[config.mk]
export PLATFORM = sky130hd
export DESIGN_NAME = lsu_cluster
export DESIGN_NICKNAME = d
export VERILOG_FILES = /design/src/rtl/gpu_pkg.sv /design/src/rtl/lsu_cluster_rr_arbiter.sv /design/src/rtl/lsu_cluster.sv
export SDC_FILE = /design/constraint.sdc
export NUM_CORES = 1
export LEC_CHECK = 0
export ABC_AREA = 1
export BUFFER_PORTS_ARGS = -buffer_cell sky130_fd_sc_hd__buf_2
export CORE_UTILIZATION = 45
export CTS_BUF_LIST = sky130_fd_sc_hd__clkbuf_8
export CTS_CLUSTER_SIZE = 24
export DETAILED_ROUTE_END_ITERATION = 10
export PLACE_DENSITY_LB_ADDON = 0.12
export SLEW_MARGIN = 5
export SYNTH_ARGS = -nofsm -noshare
export SYNTH_HDL_FRONTEND = slang
export SYNTH_SLANG_ARGS = --single-unit
[constraint.sdc]
create_clock -name clk -period 2.45 [get_ports clk]
set_clock_uncertainty 0.15 [all_clocks]
set_input_delay 0.3675 -clock clk [delete_from_list [all_inputs] [get_ports clk]]
set_output_delay 0.3675 -clock clk [all_outputs]
set_load 0.005 [all_outputs]
[src/rtl/gpu_pkg.sv]
// Shared GPU core encodings: scheduler core_state values, per-thread LSU state, bus width defaults.
// Pure declarations, no logic, no latency or backpressure of its own.
package gpu_pkg;

  localparam logic [2:0] CORE_IDLE    = 3'b000;
  localparam logic [2:0] CORE_FETCH   = 3'b001;
  localparam logic [2:0] CORE_DECODE  = 3'b010;
  localparam logic [2:0] CORE_REQUEST = 3'b011;
  localparam logic [2:0] CORE_WAIT    = 3'b100;
  localparam logic [2:0] CORE_EXECUTE = 3'b101;
  localparam logic [2:0] CORE_UPDATE  = 3'b110;
  localparam logic [2:0] CORE_DONE    = 3'b111;

  typedef enum logic [1:0] {
    LSU_IDLE       = 2'b00,
    LSU_REQUESTING = 2'b01,
    LSU_WAITING    = 2'b10,
    LSU_DONE       = 2'b11
  } lsu_state_t;

  localparam int DEFAULT_ADDR_BITS = 8;
  localparam int DEFAULT_DATA_BITS = 8;

endpackage

[src/rtl/lsu_cluster_rr_arbiter.sv]
// Round-robin pick of the first set req bit at or after ptr, wrapping N-1 -> 0.
// Combinational, zero latency; no backpressure (grant_any=0 when nothing requests).
module rr_arbiter #(
  parameter int N = 4,
  localparam int PW = (N > 1) ? $clog2(N) : 1
) (
  input  logic [N-1:0]  req,
  input  logic [PW-1:0] ptr,
  output logic [PW-1:0] grant_idx,
  output logic          grant_any
);

  logic [PW-1:0] idx;

  // Scan from the far end backwards so the candidate closest to ptr is the last one written.
  always_comb begin
    grant_any = 1'b0;
    grant_idx = '0;
    idx       = '0;
    for (int k = N - 1; k >= 0; k--) begin
      idx = PW'((int'(ptr) + k) % N);
      if (req[idx]) begin
        grant_any = 1'b1;
        grant_idx = idx;
      end
    end
  end

endmodule

[src/rtl/lsu_cluster.sv]
// Per-core load/store unit: captures each thread's LDR/STR on REQUEST and serialises them onto one memory channel.
// Grant one edge after REQUESTING, completion on the valid&ready edge; valid/address/data hold until ready.
module lsu_cluster
  import gpu_pkg::*;
#(
  parameter int THREADS_PER_BLOCK = 4,
  parameter int ADDR_BITS         = DEFAULT_ADDR_BITS,
  parameter int DATA_BITS         = DEFAULT_DATA_BITS
) (
  input  logic                                   clk,
  input  logic                                   reset,
  input  logic [2:0]                             core_state,
  input  logic                                   decoded_mem_read_enable,
  input  logic                                   decoded_mem_write_enable,
  input  logic [THREADS_PER_BLOCK-1:0]           thread_enable,
  input  logic [THREADS_PER_BLOCK*ADDR_BITS-1:0] rs,
  input  logic [THREADS_PER_BLOCK*DATA_BITS-1:0] rt,
  output logic                                   mem_read_valid,
  output logic [ADDR_BITS-1:0]                   mem_read_address,
  input  logic                                   mem_read_ready,
  input  logic [DATA_BITS-1:0]                   mem_read_data,
  output logic                                   mem_write_valid,
  output logic [ADDR_BITS-1:0]                   mem_write_address,
  output logic [DATA_BITS-1:0]                   mem_write_data,
  input  logic                                   mem_write_ready,
  output logic [THREADS_PER_BLOCK*2-1:0]         lsu_state,
  output logic [THREADS_PER_BLOCK*DATA_BITS-1:0] lsu_out
);

  localparam int T  = THREADS_PER_BLOCK;
  localparam int PW = (T > 1) ? $clog2(T) : 1;

  lsu_state_t           st     [T];
  logic [T-1:0]         op_read;
  logic [ADDR_BITS-1:0] addr_q [T];
  logic [DATA_BITS-1:0] data_q [T];

  logic          busy;
  logic [PW-1:0] gnt_q;
  logic [PW-1:0] rr_ptr;
  logic [PW-1:0] next_ptr;
  logic [PW-1:0] arb_idx;
  logic          arb_any;
  logic [T-1:0]  req_vec;
  logic          rd_done;
  logic          wr_done;
  logic          mem_op;

  always_comb begin
    req_vec = '0;
    for (int i = 0; i < T; i++) req_vec[i] = (st[i] == LSU_REQUESTING);
  end

  rr_arbiter #(.N(T)) u_arb (
    .req       (req_vec),
    .ptr       (rr_ptr),
    .grant_idx (arb_idx),
    .grant_any (arb_any)
  );

  for (genvar g = 0; g < T; g++) begin : g_state_out
    assign lsu_state[2*g +: 2] = st[g];
  end

  // A ready on the idle channel must never complete the other channel's transaction.
  assign rd_done  = mem_read_valid & mem_read_ready;
  assign wr_done  = mem_write_valid & mem_write_ready;
  assign mem_op   = decoded_mem_read_enable | decoded_mem_write_enable;
  assign next_ptr = (int'(gnt_q) == T - 1) ? '0 : gnt_q + PW'(1);

  always_ff @(posedge clk) begin
    if (reset) begin
      for (int i = 0; i < T; i++) begin
        st[i]     <= LSU_IDLE;
        addr_q[i] <= '0;
        data_q[i] <= '0;
      end
      op_read           <= '0;
      busy              <= 1'b0;
      gnt_q             <= '0;
      rr_ptr            <= '0;
      mem_read_valid    <= 1'b0;
      mem_read_address  <= '0;
      mem_write_valid   <= 1'b0;
      mem_write_address <= '0;
      mem_write_data    <= '0;
      lsu_out           <= '0;
    end else begin
      for (int i = 0; i < T; i++) begin
        if (core_state == CORE_REQUEST && thread_enable[i] && mem_op && st[i] == LSU_IDLE) begin
          st[i]      <= LSU_REQUESTING;
          op_read[i] <= decoded_mem_read_enable;
          addr_q[i]  <= rs[i*ADDR_BITS +: ADDR_BITS];
          data_q[i]  <= rt[i*DATA_BITS +: DATA_BITS];
        end
        if (core_state == CORE_UPDATE && st[i] == LSU_DONE) st[i] <= LSU_IDLE;
      end

      if (!busy && arb_any) begin
        st[arb_idx] <= LSU_WAITING;
        busy        <= 1'b1;
        gnt_q       <= arb_idx;
        if (op_read[arb_idx]) begin
          mem_read_valid   <= 1'b1;
          mem_read_address <= addr_q[arb_idx];
        end else begin
          mem_write_valid   <= 1'b1;
          mem_write_address <= addr_q[arb_idx];
          mem_write_data    <= data_q[arb_idx];
        end
      end

      // busy is still set on the completion edge, so a new grant waits for the following edge.
      if (busy && (rd_done || wr_done)) begin
        mem_read_valid  <= 1'b0;
        mem_write_valid <= 1'b0;
        busy            <= 1'b0;
        st[gnt_q]       <= LSU_DONE;
        rr_ptr          <= next_ptr;
        if (rd_done) lsu_out[gnt_q*DATA_BITS +: DATA_BITS] <= mem_read_data;
      end
    end
  end

endmodule

==> results.rst <==
.. list-table::
   :header-rows: 1

   * - Metric
     - Value
   * - Number of synthesized flops with an enable pin
     - 68
   * - Cell accounting for the most synthesized area
     - sky130_fd_sc_hd__edfxtp_1
   * - Portion of total power attributed to combinational logic
     - 0.411
   * - Cell types with the largest area share after synthesis
     - sky130_fd_sc_hd__edfxtp_1 31%, sky130_fd_sc_hd__dfxtp_1 22%, sky130_fd_sc_hd__inv_1 9.0%, sky130_fd_sc_hd__nand2_1 8.5%, sky130_fd_sc_hd__nor2_1 7.5%
   * - Residual DRC
     - 0
   * - Largest vdd supply drop
     - 0.471 mV
   * - Proportion of layout cells with a drive suffix above 1
     - 0.245
   * - P per Cell Area
     - about 1100 nW/um2
   * - Most prevalent standard cell on the critical path
     - sky130_fd_sc_hd__nand2_1
   * - Total Wirelength
     - 16.1 mm
   * - Global-route usage over all layers
     - 0.221
   * - Switching pwr
     - 3.26 mW
   * - CTS tree
     - done
   * - Gate count after technology mapping
     - about 800
   * - Launching element type of the critical path
     - flip-flop
   * - DR WL/cell
     - 13.8 um
   * - Post-Syn Area
     - 6600 um2
   * - Arrival time of the worst setup path
     - 2.47 ns
   * - Hold Violations, Final
     - 0
   * - Fmax
     - around 440 MHz
   * - Number of standard cells in the layout, taps in and fillers out
     - 1163
   * - Maximum number of pins on one net before global-route repair
     - 39
   * - Initial DRC count
     - between 300 and 400
   * - Crit. End Element
     - flip-flop
   * - Setup-failing EPs final
     - 0
   * - Synth top area share
     - 0.310
   * - Antenna violations before repair
     - 1
   * - Run status
     - completed
   * - Total of fill cells in the finished design
     - between 1000 and 1500
   * - #FFs+latches synth
     - 139
   * - Count of TritonRoute iterations in the first routing pass
     - 4
   * - Combined area of the multi-input logic cells
     - ~2300 um2
   * - Highest fanout seen on the critical path
     - 26
   * - Die outline height
     - 123 um
   * - Critical path's slowest cell
     - sky130_fd_sc_hd__dfxtp_1
   * - Sw Share
     - 0.385
   * - Cell breakdown of the critical path
     - inv_1, nand3_1, nand2_1, nand2_1, nand2_1, inv_2, nand2_4, nand2_2, nand2_4, nand2_4, buf_12, o211ai_1, nand2_1, nor2_1, nor2_1
   * - Final number of max-transition violations
     - 0
   * - WP data required
     - roughly 2.7 ns
   * - Slew headroom
     - 0.685
   * - Vias per Instance
     - 4.79
   * - Final net count
     - 1060
   * - Post-synth top flop
     - sky130_fd_sc_hd__dfxtp_1
   * - Commonest non-fill, non-tap cells in the layout
     - 159 x sky130_fd_sc_hd__inv_1, 150 x sky130_fd_sc_hd__nand2_1, 150 x sky130_fd_sc_hd__buf_2
   * - Worst Setup Slack, final
     - 0.173 ns
   * - Last weighted congestion value of the routability-driven placer
     - 0.845
   * - Most common cell after layout, fill and taps aside
     - sky130_fd_sc_hd__inv_1
   * - Worst slack on hold paths
     - 0.0526 ns
   * - Number of hold buffers added after CTS
     - 0
   * - Via Count
     - 5568
   * - Critical Path Max Stage Delay
     - around 0.34 ns
   * - Die footprint
     - 15100 um2
   * - Unrepaired setup endpoints after global routing
     - true
   * - Part of the total power dissipated in the clock network
     - 0.248
   * - Sink count of the clock tree
     - 139
   * - Worst-case clock buffer depth
     - 2
   * - Half-perimeter wire length of the detailed placement result
     - 11.6 mm
   * - Seq pwr share
     - 0.341
   * - Std-Cell Core Area
     - 14100 um2
   * - Clock H-tree levels
     - 4
   * - Syn nets
     - 900
   * - Count of max-cap constraint violations
     - 0
   * - Yosys warning total
     - 0
   * - IO Pins
     - 151
   * - Share of synthesized area occupied by flip-flops and latches
     - 0.525
   * - Leakage
     - 4.00 nW
   * - Final cell utilization of the core
     - 0.572
   * - Initial cell density of the core
     - 0.468
   * - Avg Synthesized Cell Area
     - 8.15 um2
   * - Yosys cell types
     - 39
   * - Antenna Violating Nets Remaining
     - 0
   * - Worst-margin pin slew
     - 0.471 ns
   * - TritonCTS buffer count
     - 17
   * - Final period demand of the worst path
     - 2.28 ns
   * - Die extent in x
     - 123 um
   * - Seq. cell area
     - 3460 um2
   * - Worst Hold Class
     - in2reg
   * - Cell-internal power
     - between 5 and 6 mW
   * - Root buf cell
     - sky130_fd_sc_hd__clkbuf_8
   * - Clock Latency Late Sink
     - 0.46 ns
   * - Fin crit share
     - 0.929
   * - Instance count after placement with tap cells included
     - 1129
   * - I/O Buffers
     - 150
   * - Clock input transition at the sequential cells of the worst setup and hold paths
     - 0.08 ns
   * - Post-place setup slack
     - 0.0368 ns
   * - Wire length of the first global-routing pass
     - 25.1 mm
   * - WS Path Type
     - reg2reg
   * - Rows
     - 43
   * - Congestion Overflow GR
     - 0
   * - Number of global-route vias before repair
     - 5093
   * - Share of flip-flops with an asynchronous set or reset after synthesis
     - 0
   * - Area Overhead vs Synth
     - 22.3%
[cells by family after synthesis]
kind of cell,after synthesis,share of synthesized area
fa+ha+maj,6,0.0114
simple gates,364,0.239
xor+xnor,2,0.00266
flops,139,0.525
compound gates,101,0.0977
buf+inv,197,0.124
[state kept, by name, summed over array words and instances (netlist names)]
name	count
addr_q	32
mem_read_valid	1
lsu_out	32
mem_write_data	8
mem_read_address	8
mem_write_address	8
data_q	32
op_read	4
rr_ptr	2
mem_write_valid	1
st	8
gnt_q	2
busy	1
[per-layer routing]
| layer | routed length, um | GRT usage | up-vias |
|---|---|---|---|
| met2 | 7130 | 0.342 | 161 |
| met1 | 7610 | 0.304 | 2508 |
| li1 | - | - | 2883 |
| met3 | 1140 | 0.0540 | 16 |
| met4 | 191 | 0.0708 | 0 |
| met5 | 0 | 0 | - |
[critical path, delay by kind of cell (launching register included)]
family                 cells  cell delay (ns)
AND/OR/NAND/NOR           11             1.00
AO/OA/AOI/OAI              1             0.30
flip-flops                 1             0.34
buffers and inverters      3             0.37
[cells in the mapped netlist (5+ instances only)]
master,number
sky130_fd_sc_hd__buf_6,6
sky130_fd_sc_hd__dfxtp_1,71
sky130_fd_sc_hd__nor3_1,15
sky130_fd_sc_hd__o21ai_0,11
sky130_fd_sc_hd__o211ai_2,7
sky130_fd_sc_hd__o211ai_1,17
sky130_fd_sc_hd__edfxtp_1,68
sky130_fd_sc_hd__inv_2,5
sky130_fd_sc_hd__nand2_1,150
sky130_fd_sc_hd__nand3_1,27
sky130_fd_sc_hd__nand2_2,7
sky130_fd_sc_hd__a21oi_1,39
sky130_fd_sc_hd__nor2_1,131
sky130_fd_sc_hd__inv_1,158
sky130_fd_sc_hd__o21ai_1,7
sky130_fd_sc_hd__nand4_1,19
sky130_fd_sc_hd__ha_1,6
sky130_fd_sc_hd__clkbuf_1,15
sky130_fd_sc_hd__o22ai_1,7
[path summary, 6_finish.rpt]
check | start | endpoint | slack (ns) | cells after the start
worst max-delay path | st[1][1] | mem_read_address[3] | 0.17 | 15
worst min-delay path | rs[12] | addr_q[1][4] | 0.05 | 3
worst max register to register | st[1][1] | mem_read_address[3] | 0.17 | 15
worst min register to register | st[3][1] | st[3][1] | 0.32 | 2
[power by group through the flow]
stage / Clock, mW / Combinational (mW) / Sequential, mW
after floorplan: 0 / 2.44 / 2.93
after global routing: 2.23 / 3.94 / 2.93
final: 2.10 / 3.48 / 2.89
after CTS: 2.14 / 3.36 / 2.89
after detailed placement: 0 / 3.33 / 2.94
after global placement: 0 / 3.33 / 2.93
[cell type report]
class                           count  area share
Sequential cell                   139       0.430
Multi-Input combinational cell    473       0.288
Timing Repair Buffer              172       0.120
Inverter                          166      0.0772
Clock buffer                       21      0.0358
Tap cell                          180      0.0279
Clock inverter                     11      0.0205
Antenna cell                        1    0.000310
[metrics by stage]
| step | TNS (ns) | cell area, um2 | total power [mW] |
|---|---|---|---|
| global route | -0.00446 | 8060 | 9.10 |
| CTS | 0 | 8020 | 8.39 |
| floorplan | 0 | 6600 | 5.37 |
| detailed placement | 0 | 7560 | 6.27 |
| global placement | 0 | 7560 | 6.26 |
| finish | 0 | 8070 | 8.47 |
[repair_timing]
action / in CTS / in global routing
gates resized for setup: 0 / 8
buffers inserted: 0 / 0
setup endpoints to repair: 0 / 25
Note: power is estimated with default switching activity, not from simulation.
